File: src/rtl/arith_pkg.sv
// rtl/arith_pkg.sv - shared arithmetic definitions: divider states and default operand width
package arith_pkg;

   localparam int DEFAULT_SIZE = 16;

   typedef enum logic [1:0] {
      IDLE = 2'd0,
      CALC = 2'd1,
      DONE = 2'd2
   } div_state_t;

endpackage

File: src/rtl/parametric_RCA.sv
// rtl/parametric_RCA.sv - parametric ripple-carry adder
module parametric_RCA #(
   parameter int WIDTH = 4
) (
   input  logic [WIDTH-1:0] x,
   input  logic [WIDTH-1:0] y,
   input  logic             ci,
   output logic [WIDTH-1:0] sum,
   output logic             cout
);

   logic [WIDTH:0] c;

   assign c[0] = ci;

   for (genvar i = 0; i < WIDTH; i++) begin : g_bit
      assign sum[i]   = x[i] ^ y[i] ^ c[i];
      assign c[i+1]   = (x[i] & y[i]) | (c[i] & (x[i] ^ y[i]));
   end

   assign cout = c[WIDTH];

endmodule

File: src/rtl/seq_restoring_divider.sv
// rtl/seq_restoring_divider.sv - sequential unsigned restoring divider, one quotient bit per clock
module seq_restoring_divider
   import arith_pkg::*;
#(
   parameter int SIZE = DEFAULT_SIZE
) (
   input  logic            clk,
   input  logic            rst_n,
   input  logic            start,
   input  logic [SIZE-1:0] dividend,
   input  logic [SIZE-1:0] divisor,
   output logic            busy,
   output logic            done,
   output logic [SIZE-1:0] quotient,
   output logic [SIZE-1:0] remainder,
   output logic            div_by_zero
);

   localparam int CW = $clog2(SIZE + 1);

   div_state_t      state;
   logic [CW-1:0]   count;
   logic [SIZE:0]   pr;
   logic [SIZE-1:0] q_reg;
   logic [SIZE-1:0] dvs;

   logic [SIZE:0]   shifted;
   logic [SIZE:0]   trial;
   logic [SIZE:0]   pr_next;
   logic [SIZE-1:0] q_next;
   logic            cout;
   logic            no_borrow;

   assign shifted = {pr[SIZE-1:0], q_reg[SIZE-1]};

   parametric_RCA #(.WIDTH(SIZE + 1)) u_sub (
      .x   (shifted),
      .y   (~{1'b0, dvs}),
      .ci  (1'b1),
      .sum (trial),
      .cout(cout)
   );

   // A set top bit would mean the true shifted value exceeds any divisor, so it can never borrow.
   assign no_borrow = cout | pr[SIZE];
   assign pr_next   = no_borrow ? trial : shifted;
   assign q_next    = {q_reg[SIZE-2:0], no_borrow};

   // busy/done are registered views of the state, so both lag it by one cycle.
   always_ff @(posedge clk or negedge rst_n) begin
      if (!rst_n) begin
         state       <= IDLE;
         count       <= '0;
         pr          <= '0;
         q_reg       <= '0;
         dvs         <= '0;
         busy        <= 1'b0;
         done        <= 1'b0;
         quotient    <= '0;
         remainder   <= '0;
         div_by_zero <= 1'b0;
      end else begin
         busy <= (state == CALC);
         done <= (state == DONE);
         case (state)
            IDLE, DONE: begin
               if (start) begin
                  dvs   <= divisor;
                  q_reg <= dividend;
                  pr    <= '0;
                  count <= CW'(SIZE);
                  if (divisor == '0) begin
                     state       <= DONE;
                     quotient    <= '1;
                     remainder   <= dividend;
                     div_by_zero <= 1'b1;
                  end else begin
                     state <= CALC;
                  end
               end else begin
                  state <= IDLE;
               end
            end
            CALC: begin
               pr    <= pr_next;
               q_reg <= q_next;
               count <= count - CW'(1);
               if (count == CW'(1)) begin
                  state       <= DONE;
                  quotient    <= q_next;
                  remainder   <= pr_next[SIZE-1:0];
                  div_by_zero <= 1'b0;
               end
            end
            default: state <= IDLE;
         endcase
      end
   end

endmodule
File: config.mk
export PLATFORM = sky130hd
export DESIGN_NAME = seq_restoring_divider
export DESIGN_NICKNAME = d
export VERILOG_FILES = /design/src/rtl/arith_pkg.sv /design/src/rtl/parametric_RCA.sv /design/src/rtl/seq_restoring_divider.sv
export SDC_FILE = /design/constraint.sdc
export NUM_CORES = 1
export LEC_CHECK = 0
export CAP_MARGIN = 40
export CORE_UTILIZATION = 30
export DETAILED_ROUTE_END_ITERATION = 12
export GPL_TIMING_DRIVEN = 0
export MAX_ROUTING_LAYER = met4
export PLACE_DENSITY = 0.54
export SLEW_MARGIN = 10
export SYNTH_ARGS = -nofsm -noshare
export SYNTH_HDL_FRONTEND = slang
export SYNTH_SLANG_ARGS = --single-unit
File: constraint.sdc
create_clock -name clk -period 8.3 [get_ports clk]
set_input_delay 0.83 -clock clk [delete_from_list [all_inputs] [get_ports clk]]
set_output_delay 0.83 -clock clk [all_outputs]
set_load 0.02 [all_outputs]
==> results.ini <==
[synthesis]
ys_seq_area_share_pct=52.7
ys_top_cells_by_count=dfrtp_1 (91), nand2_1 (82), o21ai_0 (53)
synth.area.top_cells=dfrtp_1 (53%), nand2_1 (7.1%), fa_1 (7.0%)
yosysTopAreaCell=dfrtp_1
synth_area_um2=4320
ys.warnings.count=0
synth_top_area_share_pct=52.7
yosys_most_used_dff=dfrtp_1
syn_inst=403
ys_ff_latch=91
syn_avg_cell_area_um2=10.7
synth_edf_count=0
synth_most_common_cell=dfrtp_1
synthDistinctLibCells=38
mappedNetlistNets=457
async_flop_share_pct=100

[timing]
setup_tns_ns=0
relSlewSlack_pct=58.4
clock.fmax_mhz=124
tightest_slew_ns=0.625
setup_violations=0
period_needed_ns=8.05
timing.final.crit_share_pct=97.0
hold_viol=0
skew_ns=0.00720
rsz0062_at_grt=false
drv_slew=0

[run]
drv_cap=0

[placed_design]
place.gp.congestion=0.806
port-buffer-count=69
hpwlAfterDp_um=8150
dp_cells=653

[worst_setup_path]
worstPathMaxFanout=10
ff2ff_setup_slack_ns=0.25
critPathLaunchType=register
critPathRequiredTime_ns=8.52
cp_data_arrival_time_ns=8.27
crit_top_cell=fa_1
cp_slowest_cell=fa_1
path_class=register to register
r2r_cells=26
reg2reg_from=q_reg[15]
critPathMaxStageDelay_ns=0.42
r2r_end=remainder[13]
endpoint_kind=register

[global_route]
antenna_found_initial=0
grt_remaining_overflow=0
grt_use_total_pct=16.3
grt_start_max_net_pins=47
grt_pass1_wl_um=17700
grt_pass1_vias=3373

[clocking]
cts_max_path_buffers=2
tritoncts=yes
htree_levels=3
cts-root-buf=clkbuf_16
clkLatencyLatePin_ns=0.34
clk_pin_slew_ns=0.06
numCtsBuffers=9
cts_num_sinks=91

[floorplan]
start_util_pct=31.0
rows=43
die_area_um2=14900
dieWidth_um=122
die_h_um=122
io_pins=70
core_um2=13900

[pwr]
p_switching_mw=1.08
internal-power_mw=1.59
p_leak_nw=2.33
sw_frac_of_total_pct=40.4
clock_power_share_pct=16.1
ir_drop_mv=0.240
power.density_nw_per_um2=470
comb_power_share_pct=53.6
pwr-share-seq_pct=30.3

[detailed_routing]
drt_iter0_drc=178
wl_per_cell_um=16.5
routed_wl_um=11100
drc=0
viasPerCell=4.78
dr_total_vias=3225
ant_nets=0
dr.pass1.iters=4

[run_status]
status=complete, no violations

[finish]
drive_gt1_share_pct=11.7
n_antenna_cell=0
fin_cells=674
largest_reg_flops=17
syn2layout_area_growth_pct=31.8
regMostFlops=pr
nets=543

[worst_hold_path]
hold_depth=1
holdPathEnd=quotient[12]
worstHoldStart=quotient[12]
hold_class=register to register

cell families after synthesis:
group	synth area share [%]
mux	8.72
buf+inv	5.19
compound gates	13.0
fa+ha+maj	8.11
flops	52.7
simple gates	12.3
how the worst max path moves through the flow:
stage	start	endpoint	cells after the start
after detailed placement	q_reg[15]	remainder[14]	26
after CTS	q_reg[15]	remainder[14]	26
after floorplan	q_reg[15]	remainder[13]	26
final	q_reg[15]	remainder[13]	26
after global routing	q_reg[15]	remainder[14]	26
after global placement	q_reg[15]	remainder[14]	26
power groups by stage:
stage | clock (mW) | sequential (mW) | combinational [mW]
floorplan | 0 | 0.871 | 0.768
global placement | 0 | 0.807 | 1.26
detailed placement | 0 | 0.813 | 1.29
CTS | 0.444 | 0.806 | 1.30
global route | 0.457 | 0.840 | 1.59
finish | 0.430 | 0.811 | 1.43
cells in the final DEF (no fill, tap or decap), types with 2 or more instances in the layout:
| cell | instances |
|---|---|
| clkbuf_1 | 16 |
| mux2_1 | 2 |
| buf_12 | 2 |
| nor2_1 | 18 |
| mux2i_4 | 4 |
| o21ai_0 | 52 |
| clkdlybuf4s50_1 | 68 |
| mux2_4 | 10 |
| ha_1 | 3 |
| buf_2 | 3 |
| clkbuf_16 | 9 |
| nand2_1 | 82 |
| nand3_1 | 3 |
| nand2b_1 | 2 |
| mux2_2 | 3 |
| inv_1 | 22 |
| fa_2 | 2 |
| nor4_1 | 4 |
| a31oi_1 | 15 |
| nor2b_1 | 3 |
| clkbuf_8 | 3 |
| o22a_1 | 16 |
| clkinvlp_4 | 2 |
| mux2i_1 | 12 |
| dfrtp_1 | 91 |
| buf_6 | 3 |
| buf_4 | 7 |
| a21oi_1 | 4 |
| fa_1 | 13 |
layout make-up:
type | count | area (um2)
buffer | 25 | 156
clock inverter | 3 | 45.0
inverter | 23 | 86.3
clock buffer | 13 | 270
tap | 180 | 225
multi-input combinational | 264 | 1880
fill | 1346 | 8240
sequential | 91 | 2280
timing repair buffer | 75 | 753
critical path, delay by kind of cell, from the launching register on:
family                   cells  cell delay [ns]
AND/OR/NAND/NOR              1             0.16
AO/OA/AOI/OAI                1             0.10
multiplexers                 2             0.55
adder cells (fa/ha/maj)     17             6.21
flip-flops                   1             0.38
buffers and inverters        5             0.53
per-stage QoR:
stage	total power, mW	hold WS (ns)	util (%)	area [um2]	worst slack (ns)
final	2.67	0.490	40.8	5690	0.250
after global routing	2.89	0.517	40.8	5690	0.00133
after CTS	2.55	0.498	40.0	5580	0.0577
after detailed placement	2.10	0.481	37.7	5260	-0.0156
after global placement	2.06	0.476	37.6	5230	0.105
after floorplan	1.64	0.450	-	4320	0.606
timing repair:
item,4_1_cts,5_1_grt
gates resized for setup,2,16
setup endpoints to repair,5,10
hold buffers,0,0
cloned,0,0
pin swaps,0,0
setup buffers,0,5
routing by layer:
metal	up-vias	GRT usage (%)	part of all wire, %
met4	0	3.47	0.87
li1	1539	-	-
met5	-	-	0
met2	54	26.3	50
met3	11	3.75	3.3
met1	1621	20.9	46
Note: power is estimated with default switching activity, not from simulation.
==> RTL edit: new RTL, config.mk and constraints unchanged <==
Remove the register `done`: a continuous assignment takes its place, so the output `done` follows one clock earlier. Comments in the files are not updated.
--- a/src/rtl/seq_restoring_divider.sv
+++ b/src/rtl/seq_restoring_divider.sv
@@ -55,13 +55,11 @@
          q_reg       <= '0;
          dvs         <= '0;
          busy        <= 1'b0;
-         done        <= 1'b0;
          quotient    <= '0;
          remainder   <= '0;
          div_by_zero <= 1'b0;
       end else begin
          busy <= (state == CALC);
-         done <= (state == DONE);
          case (state)
             IDLE, DONE: begin
                if (start) begin
@@ -97,4 +95,6 @@
       end
    end
 
+   assign done = (state == DONE);
+
 endmodule
Behaviour: not the same (Yosys sat finds a counterexample within 4 cycles, from zero or initial values and one cycle with rst_n low).
==> RTL edit against the unedited design <==
Sequential power hardly changed; worst setup slack better by 0.080 ns; power is 2.4% higher; die area is 0.69% lower; sequential cell count is 1 lower; routed wire length is 3.9% lower; synthesized area is 0.70% lower; design area is 0.24% lower; critical endpoint is now remainder[7]$_DFFE_PN0P_.
==> RTL edit: results (changes against the unedited design) <==
first-pass GRT wire length=17000 µm (was 17700 µm); run status=finished clean (unchanged); number of DRC markers in iteration 0=193 (was 178); dpl ws=-0.0516 ns (was -0.0156 ns); Synthesized Nets=456 (was 457); Fill cells=1361 (was 1346); GRT Util Overall=15.7% (was 16.3%); slew margin rel.=53.6% (was 58.4%); max incr delay on CP=0.40 ns (was 0.42 ns); ys flop type=dfrtp_1 (unchanged); worst min path class=input pin to asynchronous set/reset pin (was register to register); Slowest cell on crit path=fa_1 (unchanged); worst-case reg-to-reg path depth=26 (unchanged); largest net degree at the start of global routing=62 (was 47); RePlAce Congestion=0.798 (was 0.806); Worst Setup SP=q_reg[15]$_DFFE_PN0P_ (unchanged); synth cell count leaders=dfrtp_1, nand2_1, o21ai_0 (unchanged); CTS Buf Count=9 (unchanged); fraction of registers with async set/reset=100% (unchanged); worst hold slack=0.408 ns (was 0.490 ns); RR Endpoint=remainder[7]$_DFFE_PN0P_ (was remainder[13]$_DFFE_PN0P_); Worst Path Max Fanout=7 (was 10); max reg flops=17 (unchanged); Placed Area=0.00523 mm² (was 0.00526 mm²); Top Family by Delay on Critical Path=adder cells (unchanged); Worst-path clk slew=0.07 ns; H-tree depth=3 (unchanged); post-synthesis cell type count=36 (was 38); via total after detailed routing=3178 (was 3225); Area contributors post-synth=dfrtp_1, nand2_1, fa_1, o21ai_0, mux2i_1 (unchanged); Top reg by flops=pr (unchanged); number of global-route vias before repair=3265 (was 3373); worst IR drop on VDD=147 µV (was 240 µV); Pleak=2.31 nW (was 2.33 nW); worst-case clock buffer depth=2 (unchanged); Post-synth EDFFs=0 (unchanged); Clock Latency Late Sink=0.34 ns (about the same); sequential area share after synthesis=52.5% (was 52.7%); Wirelength per Cell=15.9 µm (was 16.5 µm); fin nets=539 (was 543); clk_skew=0.00751 ns (was 0.00720 ns); Port-buffer cells=69 (unchanged); Ant. Diodes=0 (unchanged); Critical Path AT=8.20 ns (was 8.27 ns); post-detail-place hpwl=7830 µm (was 8150 µm); share of cells above drive strength 1=12.4% (was 11.7%); TritonRoute pass-1 iters=4 (unchanged); synth warn=0 (unchanged); CTS root buffer=clkbuf_16 (unchanged); initial antenna violation count=0 (unchanged); register-to-register setup slack=0.33 ns (was 0.25 ns)
[RTL edit: cell types whose count changed after synthesis, sizes merged]
cell,before,now
dfrtp,91,90
[RTL edit: timing repair]
action,CTS,global route
endpoints found under the setup margin,3,23
hold endpoints to repair,0,0
buffers inserted,0,1
cloned,0,1
resized for setup,3,24
[RTL edit: worst max-delay path by stage]
stage,slack [ns],end
6_report,0.33,remainder[7]$_DFFE_PN0P_
5_1_grt,0.02,remainder[2]$_DFFE_PN0P_
4_1_cts,0.03,remainder[8]$_DFFE_PN0P_
3_5_place_dp,-0.05,remainder[7]$_DFFE_PN0P_
3_3_place_gp,-0.02,remainder[7]$_DFFE_PN0P_
2_1_floorplan,0.61,remainder[13]$_DFFE_PN0P_
[RTL edit: cells by family after synthesis]
| kind of cell | after synthesis | share of synthesized area [%] |
|---|---|---|
| muxes | 32 | 8.78 |
| buffers and inverters | 48 | 5.22 |
| DFF | 90 | 52.5 |
| adders and majority gates | 19 | 8.17 |
| AOI/OAI and AO/OA | 92 | 13.1 |
| and+or+nand+nor | 121 | 12.2 |
[RTL edit: area by class of cell]
type | instances | area share (%)
flip-flops and latches | 90 | 39.7
clock inverters | 6 | 0.970
multi-input cells | 264 | 33.7
repair buffers | 72 | 13.2
inverters | 23 | 1.52
well taps | 180 | 3.97
clock buffers | 10 | 4.21
plain buffers | 25 | 2.75
[RTL edit: power breakdown]
part / switching, mW / internal [mW] / total [mW]
clock: 0.187 / 0.218 / 0.406
sequential: 0.156 / 0.653 / 0.809
combinational: 0.799 / 0.724 / 1.52
total: 1.14 / 1.60 / 2.74
[RTL edit: worst reg2reg max path, stage by stage, from the launching register on]
cell,delay [ns]
dfrtp_1,0.39
inv_1,0.09
ha_1,0.15
inv_1,0.05
fa_1,0.37
fa_1,0.38
fa_1,0.40
fa_1,0.39
fa_1,0.40
fa_2,0.35
fa_1,0.40
fa_1,0.40
fa_2,0.36
fa_1,0.39
fa_2,0.37
fa_1,0.40
fa_1,0.40
fa_1,0.40
fa_1,0.37
inv_1,0.07
ha_2,0.20
nor2b_1,0.16
buf_6,0.18
buf_12,0.15
mux2i_4,0.28
o21ai_0,0.11
mux2_4,0.27
[RTL edit: metal layers]
| metal | vias to the layer above | track usage [%] | part of all wire [%] |
|---|---|---|---|
| met5 | - | - | 0 |
| met3 | 12 | 1.87 | 2.9 |
| li1 | 1533 | - | - |
| met4 | 0 | 5.86 | 1.5 |
| met2 | 59 | 24.0 | 46 |
| met1 | 1574 | 21.5 | 50 |
[RTL edit: metrics by stage]
stage	utilization [%]	std cells	power (mW)	setup TNS, ns
after global routing	40.7	670	2.95	0
after detailed placement	37.5	652	2.11	-0.104
final	40.7	670	2.74	0
after global placement	37.3	651	2.07	-0.0350
after CTS	39.7	668	2.54	0
after floorplan	-	402	1.63	0
